<file path="src/rtl/prog_timer_pkg.sv">
// Shared constants for the programmable seconds timeout timer: FSM encoding,
// cascade ratios and a width helper.
package prog_timer_pkg;

    localparam logic [1:0] StIdle  = 2'd0;
    localparam logic [1:0] StRun   = 2'd1;
    localparam logic [1:0] StPause = 2'd2;
    localparam logic [1:0] StDone  = 2'd3;

    localparam int unsigned MS_PER_HMS  = 100;
    localparam int unsigned HMS_PER_SEC = 10;

    // Bits needed to hold 0..v-1, never less than one.
    function automatic int unsigned clog2(input int unsigned v);
        int unsigned r;
        r = 1;
        for (int i = 1; i < 32; i++) begin
            if ((longint'(1) << i) < longint'(v)) r = i + 1;
        end
        return r;
    endfunction

endpackage

</file>
<file path="src/rtl/prog_timeout_timer_if.sv">
// Control/status bundle between a game controller (master) and the timeout timer (slave).
interface prog_timeout_timer_if #(
    parameter int unsigned SEC_W = 4
);
    logic             enable;
    logic             restart;
    logic [SEC_W-1:0] load_sec;
    logic             periodic;
    logic             timeout;
    logic             expired;
    logic             running;
    logic [SEC_W-1:0] sec_left;
    logic [3:0]       hms_left;

    modport master (
        output enable, restart, load_sec, periodic,
        input  timeout, expired, running, sec_left, hms_left
    );

    modport slave (
        input  enable, restart, load_sec, periodic,
        output timeout, expired, running, sec_left, hms_left
    );

endinterface

</file>
<file path="src/rtl/mod_tick_counter.sv">
// Modulo-N up-counter with synchronous clear; tc flags the increment that wraps to zero.
module mod_tick_counter
    import prog_timer_pkg::*;
#(
    parameter int unsigned MODULUS = 10,
    parameter int unsigned CW      = clog2(MODULUS)
) (
    input  logic          clk,
    input  logic          rst,
    input  logic          clr,
    input  logic          inc,
    output logic [CW-1:0] count,
    output logic          tc
);

    logic [CW-1:0] countD;

    assign tc = inc && (count == CW'(MODULUS - 1));

    always_comb begin
        countD = count;
        if (clr)      countD = '0;
        else if (tc)  countD = '0;
        else if (inc) countD = count + CW'(1);
    end

    always_ff @(posedge clk or negedge rst) begin
        if (!rst) count <= '0;
        else      count <= countD;
    end

endmodule

</file>
<file path="src/rtl/prog_timeout_timer.sv">
// Programmable seconds timeout: 1 ms / 100 ms / 1 s tick cascade feeding a loadable
// seconds down-counter with pause, restart, one-shot and auto-reload modes.
module prog_timeout_timer
    import prog_timer_pkg::*;
#(
    parameter int unsigned TICKS_PER_MS = 50000,
    parameter int unsigned SEC_W        = 4
) (
    input logic                 clk,
    input logic                 rst,
    prog_timeout_timer_if.slave bus
);

    localparam int unsigned PresW = clog2(TICKS_PER_MS);
    localparam int unsigned MsW   = clog2(MS_PER_HMS);
    localparam int unsigned HmsW  = clog2(HMS_PER_SEC);

    logic [1:0]       stateQ, stateD;
    logic [SEC_W-1:0] secLeftQ, secLeftD;
    logic [SEC_W-1:0] reloadQ, reloadD;
    logic             periodicQ, periodicD;
    logic             timeoutQ, timeoutD;
    logic             expiredQ, expiredD;

    logic             advance, msTick, hmsTick, secTick;
    logic [PresW-1:0] presCount;
    logic [MsW-1:0]   msCount;
    logic [HmsW-1:0]  hmsCount;

    // PAUSE also counts while enable is high so the resume cycle is not lost.
    assign advance = ((stateQ == StRun) || (stateQ == StPause)) && bus.enable && !bus.restart;

    mod_tick_counter #(.MODULUS(TICKS_PER_MS), .CW(PresW)) uPres (
        .clk(clk), .rst(rst), .clr(bus.restart), .inc(advance), .count(presCount), .tc(msTick)
    );

    mod_tick_counter #(.MODULUS(MS_PER_HMS), .CW(MsW)) uMs (
        .clk(clk), .rst(rst), .clr(bus.restart), .inc(msTick), .count(msCount), .tc(hmsTick)
    );

    mod_tick_counter #(.MODULUS(HMS_PER_SEC), .CW(HmsW)) uHms (
        .clk(clk), .rst(rst), .clr(bus.restart), .inc(hmsTick), .count(hmsCount), .tc(secTick)
    );

    always_comb begin
        stateD    = stateQ;
        secLeftD  = secLeftQ;
        reloadD   = reloadQ;
        periodicD = periodicQ;
        timeoutD  = 1'b0;
        expiredD  = expiredQ;
        if (bus.restart) begin
            reloadD   = bus.load_sec;
            secLeftD  = bus.load_sec;
            periodicD = bus.periodic;
            expiredD  = 1'b0;
            if (bus.load_sec != '0) begin
                stateD = StRun;
            end else begin
                // Zero length ends at once, even in periodic mode, to avoid a pulse train.
                stateD   = StDone;
                timeoutD = 1'b1;
                expiredD = 1'b1;
            end
        end else begin
            case (stateQ)
                StRun, StPause: begin
                    stateD = bus.enable ? StRun : StPause;
                    if (secTick) begin
                        if (secLeftQ == SEC_W'(1)) begin
                            timeoutD = 1'b1;
                            if (periodicQ) begin
                                secLeftD = reloadQ;
                            end else begin
                                secLeftD = '0;
                                expiredD = 1'b1;
                                stateD   = StDone;
                            end
                        end else begin
                            secLeftD = secLeftQ - SEC_W'(1);
                        end
                    end
                end
                default: ;
            endcase
        end
    end

    always_ff @(posedge clk or negedge rst) begin
        if (!rst) begin
            stateQ    <= StIdle;
            secLeftQ  <= '0;
            reloadQ   <= '0;
            periodicQ <= 1'b0;
            timeoutQ  <= 1'b0;
            expiredQ  <= 1'b0;
        end else begin
            stateQ    <= stateD;
            secLeftQ  <= secLeftD;
            reloadQ   <= reloadD;
            periodicQ <= periodicD;
            timeoutQ  <= timeoutD;
            expiredQ  <= expiredD;
        end
    end

    assign bus.timeout  = timeoutQ;
    assign bus.expired  = expiredQ;
    assign bus.running  = (stateQ == StRun);
    assign bus.sec_left = secLeftQ;
    // Tenths readout is only meaningful while a count is in progress.
    assign bus.hms_left = ((stateQ == StRun) || (stateQ == StPause))
                          ? 4'(HMS_PER_SEC - 1) - 4'(hmsCount) : 4'd0;

    assert property (@(posedge clk) disable iff (!rst) 32'(presCount) < TICKS_PER_MS);
    assert property (@(posedge clk) disable iff (!rst) 32'(msCount) < MS_PER_HMS);

endmodule

</file>
<file path="src/flat_wrapper.sv">
// flat-port wrapper written by rule: the top's interface ports become plain ports
module prog_timeout_timer_flat import prog_timer_pkg::*;
#(
    parameter int unsigned TICKS_PER_MS = 50000,
    parameter int unsigned SEC_W        = 4
)
  (clk, rst, bus_enable, bus_restart, bus_load_sec, bus_periodic, bus_timeout, bus_expired, bus_running, bus_sec_left, bus_hms_left);
  prog_timeout_timer_if #(.SEC_W(SEC_W)) bus_i ();
  input logic clk;
  input logic rst;
  input wire logic [$bits(bus_i.enable)-1:0] bus_enable;
  input wire logic [$bits(bus_i.restart)-1:0] bus_restart;
  input wire logic [$bits(bus_i.load_sec)-1:0] bus_load_sec;
  input wire logic [$bits(bus_i.periodic)-1:0] bus_periodic;
  output wire logic [$bits(bus_i.timeout)-1:0] bus_timeout;
  output wire logic [$bits(bus_i.expired)-1:0] bus_expired;
  output wire logic [$bits(bus_i.running)-1:0] bus_running;
  output wire logic [$bits(bus_i.sec_left)-1:0] bus_sec_left;
  output wire logic [$bits(bus_i.hms_left)-1:0] bus_hms_left;
  assign bus_i.enable = bus_enable;
  assign bus_i.restart = bus_restart;
  assign bus_i.load_sec = bus_load_sec;
  assign bus_i.periodic = bus_periodic;
  assign bus_timeout = bus_i.timeout;
  assign bus_expired = bus_i.expired;
  assign bus_running = bus_i.running;
  assign bus_sec_left = bus_i.sec_left;
  assign bus_hms_left = bus_i.hms_left;
  prog_timeout_timer #(.TICKS_PER_MS(TICKS_PER_MS), .SEC_W(SEC_W)) u_core (.clk(clk), .rst(rst), .bus(bus_i));
endmodule
</file>
<file path="config.mk">
export PLATFORM = sky130hd
export DESIGN_NAME = prog_timeout_timer_flat
export DESIGN_NICKNAME = d
export VERILOG_FILES = /design/src/rtl/prog_timer_pkg.sv /design/src/rtl/prog_timeout_timer_if.sv /design/src/rtl/mod_tick_counter.sv /design/src/rtl/prog_timeout_timer.sv /design/src/flat_wrapper.sv
export SDC_FILE = /design/constraint.sdc
export NUM_CORES = 1
export LEC_CHECK = 0
export ABC_AREA = 1
export BUFFER_PORTS_ARGS = -buffer_cell sky130_fd_sc_hd__buf_2
export CAP_MARGIN = 20
export CELL_PAD_IN_SITES_DETAIL_PLACEMENT = 1
export CELL_PAD_IN_SITES_GLOBAL_PLACEMENT = 2
export CORE_MARGIN = 10
export CORE_UTILIZATION = 31
export DETAILED_ROUTE_END_ITERATION = 6
export PLACE_DENSITY = 0.78
export SLEW_MARGIN = 5
export SYNTH_ARGS = -nofsm -noshare
export SYNTH_HDL_FRONTEND = slang
export SYNTH_SLANG_ARGS = --single-unit
</file>
<file path="constraint.sdc">
create_clock -name clk -period 1.6 [get_ports clk]
set_input_delay 0.48 -clock clk [delete_from_list [all_inputs] [get_ports clk]]
set_output_delay 0.48 -clock clk [all_outputs]
set_load 0.02 [all_outputs]
</file>
Yosys cells after proc, flatten, opt, wreduce, memory -nomap -nowiden
Index checks and enable logic that the tools add are counted.
{"block": "word_totals", "register_bits": 40, "input_bits": 9, "out_inout_bits": 11, "wordCells": 70}
{"block": "op_classes", "n_addsub": 5, "n_eq_ne": 7, "muxes": 32, "reduce_logical": 17}
{"op": "$mux 16", "count": 3}
{"op": "$mux 4", "count": 9}
{"op": "$mux 7", "count": 3}
{"op": "$add 16x1->16 const B", "count": 1}
{"op": "$eq 16x16->1 const B", "count": 1}
{"op": "$mux 2", "count": 7}
{"op": "$mux 1", "count": 10}
{"op": "$reduce_bool 3->1", "count": 3}
{"op": "$add 7x1->7 const B", "count": 1}
{"op": "$eq 7x7->1 const B", "count": 1}
{"op": "$reduce_bool 2->1", "count": 3}
{"op": "$logic_and 1x1->1", "count": 5}
{"op": "$add 4x1->4 const B", "count": 1}
{"op": "$eq 4x1->1 const B", "count": 1}
{"op": "$eq 4x4->1 const B", "count": 1}
{"op": "$reduce_and 4->1", "count": 1}
{"op": "$reduce_bool 4->1", "count": 1}
{"op": "$sub 4x1->4 const B", "count": 1}
{"op": "$sub 4x4->4 const A", "count": 1}
{"op": "$eq 2x1->1 const B", "count": 1}
{"op": "$eq 2x2->1 const B", "count": 1}
{"op": "$ne 2x2->1 const B", "count": 1}
{"op": "$reduce_and 2->1", "count": 1}
{"op": "$reduce_or 2->1", "count": 1}
{"op": "2 further kinds", "count": 2}

Logic depth before layout (Yosys ltp)
Gate-level depths: netlist (run 1).
{"block": "logic_depth", "word_depth": 10, "ltp_mapped": 12, "ltp_nobuf": 12}

By module
A second synthesis (run 1) with hierarchy kept.
{"block": "hier_totals", "hier_cells": 363, "area_unflattened_um2": 2560.0}
{"module": "mod_tick_counter (u_core.uPres)", "instances": 1, "cells_per_inst": 151, "area_per_inst_um2": 1031.0, "seq_area_each_um2": 400.4}
{"module": "prog_timeout_timer", "instances": 1, "cells_per_inst": 112, "area_per_inst_um2": 805.8, "seq_area_each_um2": 325.3}
{"module": "mod_tick_counter (u_core.uMs)", "instances": 1, "cells_per_inst": 62, "area_per_inst_um2": 444.2, "seq_area_each_um2": 175.2}
{"module": "mod_tick_counter (u_core.uHms)", "instances": 1, "cells_per_inst": 38, "area_per_inst_um2": 279.0, "seq_area_each_um2": 100.1}

Worst setup path after synthesis (run 1)
OpenSTA, ideal clock, no wires.
{"block": "synth_timing", "kind": "register to output", "from": "register u_core.stateQ[0]", "to": "output port bus_hms_left[3]", "t_arrival_ns": 1.234, "required_time_ns": 1.120, "setup_slack_ns": -0.114, "path_stages_with_launch": 5, "path_buffers": 0, "path_cell_list": "dfrtp_1 ha_1 inv_1 o21ai_0 a21oi_1"}
{"block": "synth_between", "elab_chain_cells": 3, "word_cells_on_any_way": 4, "classes_between": "eq/ne (2); mux (1); reduce/logical (1)"}
{"item": "start, declared", "line": "prog_timeout_timer.sv:18", "text": "logic [1:0] stateQ, stateD;"}
{"item": "start signal, assigned", "line": "prog_timeout_timer.sv:91", "text": "stateQ <= StIdle;"}
{"item": "start signal, assigned", "line": "prog_timeout_timer.sv:98", "text": "stateQ <= stateD;"}
{"item": "$eq 2x1->1 / $eq 2x2->1 (equally long branches)", "line": "prog_timeout_timer.sv:112", "text": "assign bus.hms_left = ((stateQ == StRun) || (stateQ == StPause))"}
{"item": "$logic_or 1x1->1 (*)", "line": "prog_timeout_timer.sv:112"}
{"item": "$mux 4 (*)", "line": "prog_timeout_timer.sv:113", "text": "? 4'(HMS_PER_SEC - 1) - 4'(hmsCount) : 4'd0;"}
{"item": "end, declared", "line": "flat_wrapper.sv:19", "text": "output wire logic [$bits(bus_i.hms_left)-1:0] bus_hms_left;"}
Mark *: on every way between the ends. The rest lies on a longest branch, timed or not.

Final worst setup path (run 1)
Ends and elaborated chain as after synthesis.

==> results of run 1 <==
## through the flow
step | setup slack, ns | cell area [um2]
final | -0.258 | 3290
after global routing | -0.323 | 3290
after CTS | -0.253 | 3170
after detailed placement | -0.178 | 2930
after global placement | -0.140 | 2930
after floorplan | 0.0196 | 2360
## layout by cell type, fill, tap and decap left out, types with 8 or more instances in the layout
cell	n
buf_2	15
buf_4	48
buf_6	8
dfrtp_1	40
inv_1	41
nand2_1	67
nand3_1	24
nand4_1	12
nor2_1	34
nor2_4	11
o21ai_0	17
## layer usage
layer / routed length [um] / share of wire / vias up / GRT usage
met5: 0 / 0 / - / 0
met4: 78 / 0.011 / 0 / 0.0300
met3: 226 / 0.032 / 9 / 0.0269
met2: 3550 / 0.50 / 29 / 0.230
met1: 3290 / 0.46 / 1109 / 0.153
li1: - / - / 1159 / -
## cells by family (layout without fill, tap and decap cells)
group / Yosys count / count (layout) / synth area share
AOI/OAI and AO/OA: 37 / 37 / 0.0827
xor gates and xnor gates: 6 / 6 / 0.0224
adders and majority gates: 8 / 8 / 0.0427
DFF: 40 / 40 / 0.427
buffers and inverters: 55 / 130 / 0.0939
and+or+nand+nor: 170 / 171 / 0.331
## state kept, by name, summed over array words and instances (netlist names)
signal,count
u_core.uPres.count,16
u_core.uMs.count,7
u_core.bus.sec_left,4
u_core.reloadQ,4
u_core.uHms.count,4
u_core.stateQ,2
u_core.bus.expired,1
u_core.bus.timeout,1
u_core.periodicQ,1
## worst max path at each step
stage	to	depth (start not counted)
floorplan	u_core.uMs.count[4]	8
global placement	u_core.uHms.count[1]	8
detailed placement	u_core.uPres.count[15]	12
CTS	bus_hms_left[3]	6
global route	bus_hms_left[3]	5
finish	bus_hms_left[3]	5
## synthesized netlist by cell type, types with 2 or more instances
| cell type | instances | share of area |
|---|---|---|
| xor2_1 | 5 | 0.019 |
| inv_1 | 46 | 0.074 |
| nor3_1 | 6 | 0.013 |
| dfrtp_1 | 40 | 0.43 |
| inv_2 | 2 | 0.0032 |
| buf_2 | 2 | 0.0043 |
| nor2_2 | 2 | 0.0053 |
| o21ai_0 | 21 | 0.045 |
| nand2_1 | 72 | 0.12 |
| nor2_1 | 42 | 0.067 |
| nand4_1 | 12 | 0.032 |
| o21ai_1 | 4 | 0.0085 |
| nand3_1 | 26 | 0.055 |
| nor2_4 | 2 | 0.0096 |
| nor3_2 | 4 | 0.017 |
| ha_1 | 8 | 0.043 |
| a21oi_1 | 8 | 0.017 |
## layout make-up
class,instances,area [um2]
inverter,49,186
sequential,40,1000
clock inverter,3,42.5
timing repair buffer,73,566
multi-input combinational,222,1300
tap,99,124
clock buffer,5,68.8
fill,932,4000
## report_power, final
group          total [mW]  switching (mW)  internal, mW
Sequential           1.11          0.0405          1.07
Clock               0.860           0.397         0.462
Combinational       0.791           0.440         0.352
Total                2.76           0.877          1.89
## repair_timing
| action | in CTS | in global routing |
|---|---|---|
| gates resized for setup | 32 | 26 |
| setup buffers | 2 | 4 |
| pin swaps | 7 | 9 |
| endpoints found under the setup margin | 37 | 38 |
| cloned | 1 | 0 |
| hold buffers | 0 | 0 |
==> metrics.txt, run 1 <==
TritonCTS clock tree=yes; non-filler cells in the finished layout=491; maximum number of pins on one net before global-route repair=16; first-pass GRT wire length=about 12000 um; Sum Neg Setup Slack=-3.66 ns; cell with the largest stage delay on the worst path=dfrtp_1; total clock buffers created by CTS=5; outcome=complete, but fails checks; arrival time at the worst endpoint=1.38 ns; sequential element share of the synthesized area=0.427; element type at the critical path end=output pin; GRT overflow=0; achievable clock frequency=around 0.54 GHz; number of enable flip-flop cells after synthesis=0; insertion delay to the later sink of the worst-skew pair=0.30 ns; per-cell via count in the routed design=4.70; setup-violating endpoint count in the final report=36; count of distinct cell types in the synthesized netlist=31; fin worst setup slack=-0.258 ns; Util after Layout=0.451; Max-cap violations=0; primary flip-flop cell chosen by synthesis mapping=dfrtp_1; buffers and inverters on the worst path=2; r2r setup slk=-0.15 ns; Max Buffers Root-to-Sink=2; setup clock skew after layout=0.00908 ns; ratio of final minimum period to clock period=1.16; placement row count=31; cell-by-cell listing of the critical path=ha_4 > inv_4 > o21ai_2 > a21oi_2 > buf_6; Routed Antenna Nets=0; maximum resistive drop on vdd=between 0.3 and 0.4 mV; slew at the pin closest to its max-slew limit=0.340 ns; PnR Total Power=2.76 mW; fraction of synthesis flops using an asynchronous set or reset pin=1.00; Reg clk slew, reported paths=0.09 ns; weighted congestion reported at the end of routability-driven placement=0.769; Post-route DRC=0; CTS sink count=40; PD cells=841 mW/mm2; class of the worst hold path=in -> async; area of the mapped netlist=approximately 0.0023 mm2; number of antenna diodes=0; worst setup path startpoint=u_core.stateQ[0]; floorplan die area=approximately 0.011 mm2; peak per-stage delay on the critical path=0.42 ns; Floorplan Core Area=0.00729 mm2; HPWL after detailed placement=5460 um; R2R Path End=u_core.uMs.count[0]; Initial Utilization=0.322; failing checks=negative setup slack; total leakage power=about 1.6 nW; Max-slew headroom=0.773; I/O Buffers=19; kind of critical path=reg -> out; fraction of final layout cells sized beyond drive strength 1=0.309; warnings from Yosys=0; antenna violations before repair=0; setup repair after global routing missed its margin=yes; Area Growth Syn to Fin=40.2%; R2R depth=8; die span in x=107 um; cell count after synthesis=316; H-tree level count=2; Wirelength per Cell=14.5 um; vias in the first global route=2499; overall fraction of global-route tracks in use=0.128; clock tree root buffer cell=clkbuf_8; CP delay by family, top=flip-flops; min cycle time layout=1.86 ns; number of placed instances, taps included=between 400 and 500; final hold violation count=0; smallest hold slack=0.0634 ns; vertical extent of the die=107 um; number of nets in the synthesized netlist=333; source of the worst register-to-register timing path=u_core.stateQ[0]; detailed-route via count=2306; maximum fanout encountered on the critical timing path=3; count of state elements after synthesis=40; Total Nets Final=408; Setup crit start kind=register; # IOs=20; worst path required time=about 1.1 ns; final count of pins violating max slew=0; number of DRC violations after detailed-routing iteration 0=52; number of iterations in the first detailed-routing pass=4; Mean Syn Cell Area=between 7 and 8 um2; final WL=7140 um
Note: power is estimated with default switching activity, not from simulation.
==> inputs of run 2 (changes only) <==
CELL_PAD_IN_SITES_DETAIL_PLACEMENT = 0   (was 1)
CORE_UTILIZATION = 37   (was 31)
PLACE_DENSITY = 0.87   (was 0.78)
clock period = 2.3 ns   (was 1.6 ns; I/O delays follow)
==> metrics.txt, run 2 (synthesis gave the netlist of run 1 again) <==
area of the multi-input gates=0.00114 mm2 (-13%); HPWL after detailed placement=4410 um (-19%); M1 wire length=2660 um (-19%); total of fill cells in the finished design=627 (-33%); largest reg by FF count=u_core.uPres.count; maximum number of pins on one net before global-route repair=20 (+4); maximum fanout encountered on the critical timing path=7 (+4); sequential share of power=0.452 (+0.049); number of antenna diodes=0 (unchanged); CP delay by family, top=flip-flops; Register Area=0.00100 mm2 (unchanged); buffers and inverters on the worst path=3 (+1); TritonCTS clock tree=yes; R2R depth=8 (unchanged); antenna violations before repair=0 (unchanged); clock tree root buffer cell=clkbuf_8; most common library cell in the layout ignoring fill and taps=nand2_1; number of iterations in the first detailed-routing pass=4 (unchanged); Area Growth Syn to Fin=13.5%; Setup crit start kind=register; Sw Ratio=0.306 (-0.0117); sum of met3 wire segment lengths after detailed routing=275 um (+22%); r2r setup slk=0.27 ns (+0.42 ns); Initial Utilization=0.389 (+0.0676); GRT overflow=0 (unchanged); met2 WL post-DR=2760 um (-22%); weighted congestion reported at the end of routability-driven placement=0.773 (+0.52%); Reg clk slew, reported paths=0.09 ns (about the same); combinational share of power=0.208 (-0.078); Max-slew headroom=0.689 (-0.0840); Post-route DRC=0 (unchanged); # IOs=20 (unchanged); Wirelength per Cell=13.8 um (-5.0%); internal power component=1.19 mW (-37%); switching power of the nets=524 uW (-40%); die span in x=99.6 um (-6.9%); insertion delay to the later sink of the worst-skew pair=0.30 ns (about the same); floorplan die area=0.00992 mm2 (-13%); total clock buffers created by CTS=5 (unchanged); cell with the largest stage delay on the worst path=dfrtp_1; achievable clock frequency=0.468 GHz; Top Registers=u_core.uPres.count (16), u_core.uMs.count (7); depth of the critical timing path with buffers and inverters included=6 (+1); min cycle time layout=2.14 ns; number of placed instances, taps included=409 (-14%); smallest hold slack=0.316 ns (+0.252 ns); total leakage power=1.28 nW (-19%); final WL=5760 um (-19%); slew at the pin closest to its max-slew limit=0.461 ns (+0.121 ns); H-tree level count=2 (unchanged); source of the worst register-to-register timing path=u_core.stateQ[1]; postcts setup bufs=0 (-2); Sum Neg Setup Slack=0 ns (+3.66 ns); CTS sink count=40 (unchanged); vertical extent of the die=99.6 um (-6.9%); PD cells=644 mW/mm2 (-23%); first-pass GRT wire length=9720 um (-19%); Total Nets Final=358 (-12%); commonest cells after routing, fill and taps aside=nand2_1 (72), inv_1 (45), nor2_1 (42); class of the worst hold path=in -> async; Clk network pwr share=0.340 (+0.029); ratio of final minimum period to clock period=0.930; arrival time at the worst endpoint=1.45 ns (+0.07 ns); setup clock skew after layout=0.0105 ns (+0.00143 ns); per-cell via count in the routed design=4.98 (+6.1%); Routed Antenna Nets=0 (unchanged); final hold violation count=0 (unchanged); non-filler cells in the finished layout=417 (-15%); outcome=completed; highest routed metal layer=met4; setup repair after global routing missed its margin=no; cell-by-cell listing of the critical path=inv_1 > ha_4 > inv_2 > o21ai_0 > a21oi_1 > buf_4; worst setup path startpoint=u_core.stateQ[1]; hold buffer count at cts=0 (unchanged); detailed-route via count=2078 (-9.9%); placement row count=28 (-9.7%); fraction of final layout cells sized beyond drive strength 1=0.137 (-0.171); element type at the critical path end=output pin; CP endpoint=bus_hms_left[3]; I/O Buffers=19 (unchanged); number of DRC violations after detailed-routing iteration 0=116 (+120%); maximum resistive drop on vdd=0.297 mV (-16%); final count of pins violating max slew=0 (unchanged); setup-violating endpoint count in the final report=0 (-100%); vias in the first global route=2019 (-19%); overall fraction of global-route tracks in use=0.119 (-0.00937); Max Buffers Root-to-Sink=2 (unchanged); flip-flop count of the largest register after layout=16 (unchanged); worst path required time=1.61 ns (+0.49 ns); kind of critical path=reg -> out; Floorplan Core Area=0.00603 mm2 (-17%); R2R Path End=u_core.uMs.count[2]; Max-cap violations=0 (unchanged); peak per-stage delay on the critical path=0.39 ns (-0.03 ns)
-- run 2: changes by cell type in the layout (fill, tap and decap cells not counted), moves of 3 or more --
cell / delta
buf_4: -42
nor2_4: -9
buf_6: -8
nor2_1: +8
nand2_1: +5
inv_1: +4
nand2_4: -4
o21ai_0: +4
buf_2: +3
inv_2: -3
-- run 2: routing by layer --
metal | GRT usage | up-vias
met3 | 0.0311 | 6
met4 | 0.0331 | 0
met1 | 0.143 | 961
met5 | 0 | -
met2 | 0.203 | 48
li1 | - | 1063
-- run 2: final cells by class --
type | instances | share of cell area
clock buffer | 5 | 0.0259
tap | 75 | 0.0353
inverter | 49 | 0.0691
sequential | 40 | 0.376
timing repair buffer | 24 | 0.0508
clock inverter | 3 | 0.0160
multi-input combinational | 221 | 0.427
-- run 2: how the worst min path moves through the flow --
stage / endpoint / slack, ns / depth (start not counted)
final: u_core.bus.sec_left[3] / 0.32 / 1
after global routing: u_core.bus.sec_left[3] / 0.34 / 1
after CTS: u_core.bus.sec_left[3] / 0.33 / 1
after detailed placement: u_core.reloadQ[3] / 0.46 / 2
after global placement: u_core.reloadQ[0] / 0.45 / 2
after floorplan: u_core.bus.expired / 0.39 / 0
-- run 2: through the flow --
step / worst slack, ns / power, mW / util / instance area, um2
5_1_grt: 0.0703 / 1.82 / 0.442 / 2660
3_5_place_dp: 0.111 / 1.13 / 0.421 / 2530
6_report: 0.161 / 1.71 / 0.442 / 2660
3_3_place_gp: 0.130 / 1.13 / 0.421 / 2530
4_1_cts: 0.00352 / 1.73 / 0.440 / 2650
2_1_floorplan: 0.376 / 1.01 / - / 2340
-- run 2: worst register-to-register path, stage by stage, from the launching register on --
cell and delay (ns):
dfrtp_1 0.39, inv_1 0.09, ha_4 0.23, nor2_1 0.18
nand4_1 0.17, nor2_4 0.30, nor2_4 0.12, inv_2 0.27
o21ai_0 0.14
-- run 2: what timing repair did --
action / in CTS / in global routing
resized for setup: 2 / 2
setup endpoints to repair: 1 / 1
pin swaps: 0 / 0
-- run 2: power by group through the flow --
| stage | sequential (mW) | clock, mW | combinational [mW] |
|---|---|---|---|
| detailed placement | 0.787 | 0 | 0.344 |
| global route | 0.781 | 0.636 | 0.406 |
| global placement | 0.786 | 0 | 0.345 |
| floorplan | 0.805 | 0 | 0.203 |
| CTS | 0.773 | 0.605 | 0.353 |
| finish | 0.774 | 0.583 | 0.356 |
==> inputs of run 3 (changes only) <==
CORE_ASPECT_RATIO = 1.4   (was unset)
==> metrics.txt, run 3 (synthesis gave the netlist of run 1 again) <==
worst setup path startpoint=u_core.stateQ[1]; number of antenna diodes=0 (unchanged); final WL=5690 um (-1.2%); I/O Buffers=19 (unchanged); cell with the largest stage delay on the worst path=dfrtp_1; Initial Utilization=0.378 (-0.0116); final hold violation count=0 (unchanged); Routed Antenna Nets=0 (unchanged); element type at the critical path end=output pin; overall fraction of global-route tracks in use=0.121 (+0.00215); PD cells=603 mW/mm2 (-6.3%); vias in the first global route=2146 (+6.3%); layer with the highest usage=met2; maximum resistive drop on vdd=0.298 mV (+0.46%); Area Growth Syn to Fin=11.6%; outcome=completed; cell-by-cell listing of the critical path=inv_1 > ha_4 > inv_2 > o21ai_0 > a21oi_1 > buf_4; Sum Neg Setup Slack=0 ns (unchanged); hold buffer count at cts=0 (unchanged); number of iterations in the first detailed-routing pass=4 (unchanged); Max-slew headroom=0.648 (-0.0419); floorplan die area=0.00997 mm2 (+0.46%); weighted congestion reported at the end of routability-driven placement=0.835 (+8.0%); most common library cell in the layout ignoring fill and taps=nand2_1; class of the worst hold path=in -> async; Max Buffers Root-to-Sink=2 (unchanged); HPWL after detailed placement=4340 um (-1.5%); met3 usage=0.0278 (-0.00336); H-tree level count=2 (unchanged); flip-flop count of the largest register after layout=16 (unchanged); kind of critical path=reg -> out; final count of pins violating max slew=0 (unchanged); ratio of final minimum period to clock period=0.918 (-0.0124); insertion delay to the later sink of the worst-skew pair=0.29 ns (about the same); setup-violating endpoint count in the final report=0 (unchanged); fraction of final layout cells sized beyond drive strength 1=0.129 (-0.00802); setup clock skew after layout=0.00698 ns (-0.00352 ns); CTS sink count=40 (unchanged); Floorplan Core Area=0.00621 mm2 (+3.1%); first-pass GRT wire length=9840 um (+1.2%); r2r setup slk=0.35 ns (+0.08 ns); cells resized by post-CTS repair=0 (-2); setup repair after global routing missed its margin=no; detailed-route via count=2019 (-2.8%); per-cell via count in the routed design=4.90 (-1.7%); total of fill cells in the finished design=682 (+8.8%); peak per-stage delay on the critical path=0.38 ns (about the same); maximum fanout encountered on the critical timing path=7 (unchanged); maximum number of pins on one net before global-route repair=41 (+110%); vertical extent of the die=114 um (+15%); number of DRC violations after detailed-routing iteration 0=67 (-42%); total leakage power=1.26 nW (-1.4%); smallest hold slack=0.447 ns (+0.132 ns); largest reg by FF count=u_core.uPres.count; die span in x=87.3 um (-12%); Total Nets Final=357 (-0.28%); met1 layer usage reported by global route=0.137 (-0.00688); postcts setup bufs=0 (unchanged); # IOs=20 (unchanged); commonest cells after routing, fill and taps aside=nand2_1 (72), inv_1 (45), nor2_1 (42); Reg clk slew, reported paths=0.08 ns (about the same); slew at the pin closest to its max-slew limit=0.529 ns (+0.0677 ns); Wirelength per Cell=13.8 um (about the same); arrival time at the worst endpoint=1.42 ns (-0.03 ns); placement row count=34 (+21%); clock tree root buffer cell=clkbuf_8; Register Area=0.00100 mm2 (unchanged); met2 Track Usage GR=0.216 (+0.0125); area of the multi-input gates=0.00114 mm2 (unchanged); total clock buffers created by CTS=5 (unchanged); achievable clock frequency=0.474 GHz (+1.4%); GRT overflow=0 (unchanged); Post-route DRC=0 (unchanged); Max-cap violations=0 (unchanged); Setup crit start kind=register; Top Registers=u_core.uPres.count (16), u_core.uMs.count (7); antenna violations before repair=0 (unchanged); source of the worst register-to-register timing path=u_core.stateQ[1]; min cycle time layout=2.11 ns (-0.0285 ns); worst path required time=1.61 ns (about the same); TritonCTS clock tree=yes
## run 3: cell types whose count changed in the layout (fill, tap and decap cells not counted), sizes merged
cell	previous run	this run
buf	24	23
bufinv	1	0
clkbuf	5	6
clkinvlp	1	0
## run 3: metal layers
layer  up-vias  wire, um
li1       1054         -
met1       924      2360
met2        34      3010
met3         7       253
met4         0        70
met5         -         0
## run 3: final timing paths
kind,endpoint,depth (start not counted)
setup / recovery,bus_hms_left[3],6
min in group clk,u_core.reloadQ[0],2
max in group asynchronous,u_core.uMs.count[3],2
hold / removal,u_core.bus.sec_left[0],2
setup reg to reg,u_core.uMs.count[3],8
hold reg to reg,u_core.reloadQ[0],2
## run 3: metrics by stage
step / std cells / worst slack [ns] / cell area, um2 / utilization / total power, mW
after floorplan: 316 / 0.376 / 2340 / - / 1.01
after CTS: 412 / 0.0131 / 2600 / 0.419 / 1.59
after global routing: 412 / 0.0636 / 2620 / 0.421 / 1.69
after detailed placement: 405 / 0.146 / 2520 / 0.406 / 1.13
final: 412 / 0.190 / 2620 / 0.421 / 1.58
after global placement: 405 / 0.203 / 2520 / 0.406 / 1.13
## run 3: critical path, delay by kind of cell (launching register included)
family / cells / cell delay (ns)
buffers and inverters: 3 / 0.32
flip-flops: 1 / 0.38
AO/OA/AOI/OAI: 2 / 0.21
adder cells (fa/ha/maj): 1 / 0.23
## run 3: where the power goes
part | switching (mW) | internal (mW)
clock network | 0.242 | 0.207
registers | 0.0283 | 0.746
logic | 0.232 | 0.122
total | 0.503 | 1.08
## run 3: final cells by class
class | instances | share of cell area
multi-input combinational | 221 | 0.434
sequential | 40 | 0.383
inverter | 49 | 0.0703
timing repair buffer | 23 | 0.0488
tap | 72 | 0.0344
clock buffer | 6 | 0.0277
clock inverter | 1 | 0.00191
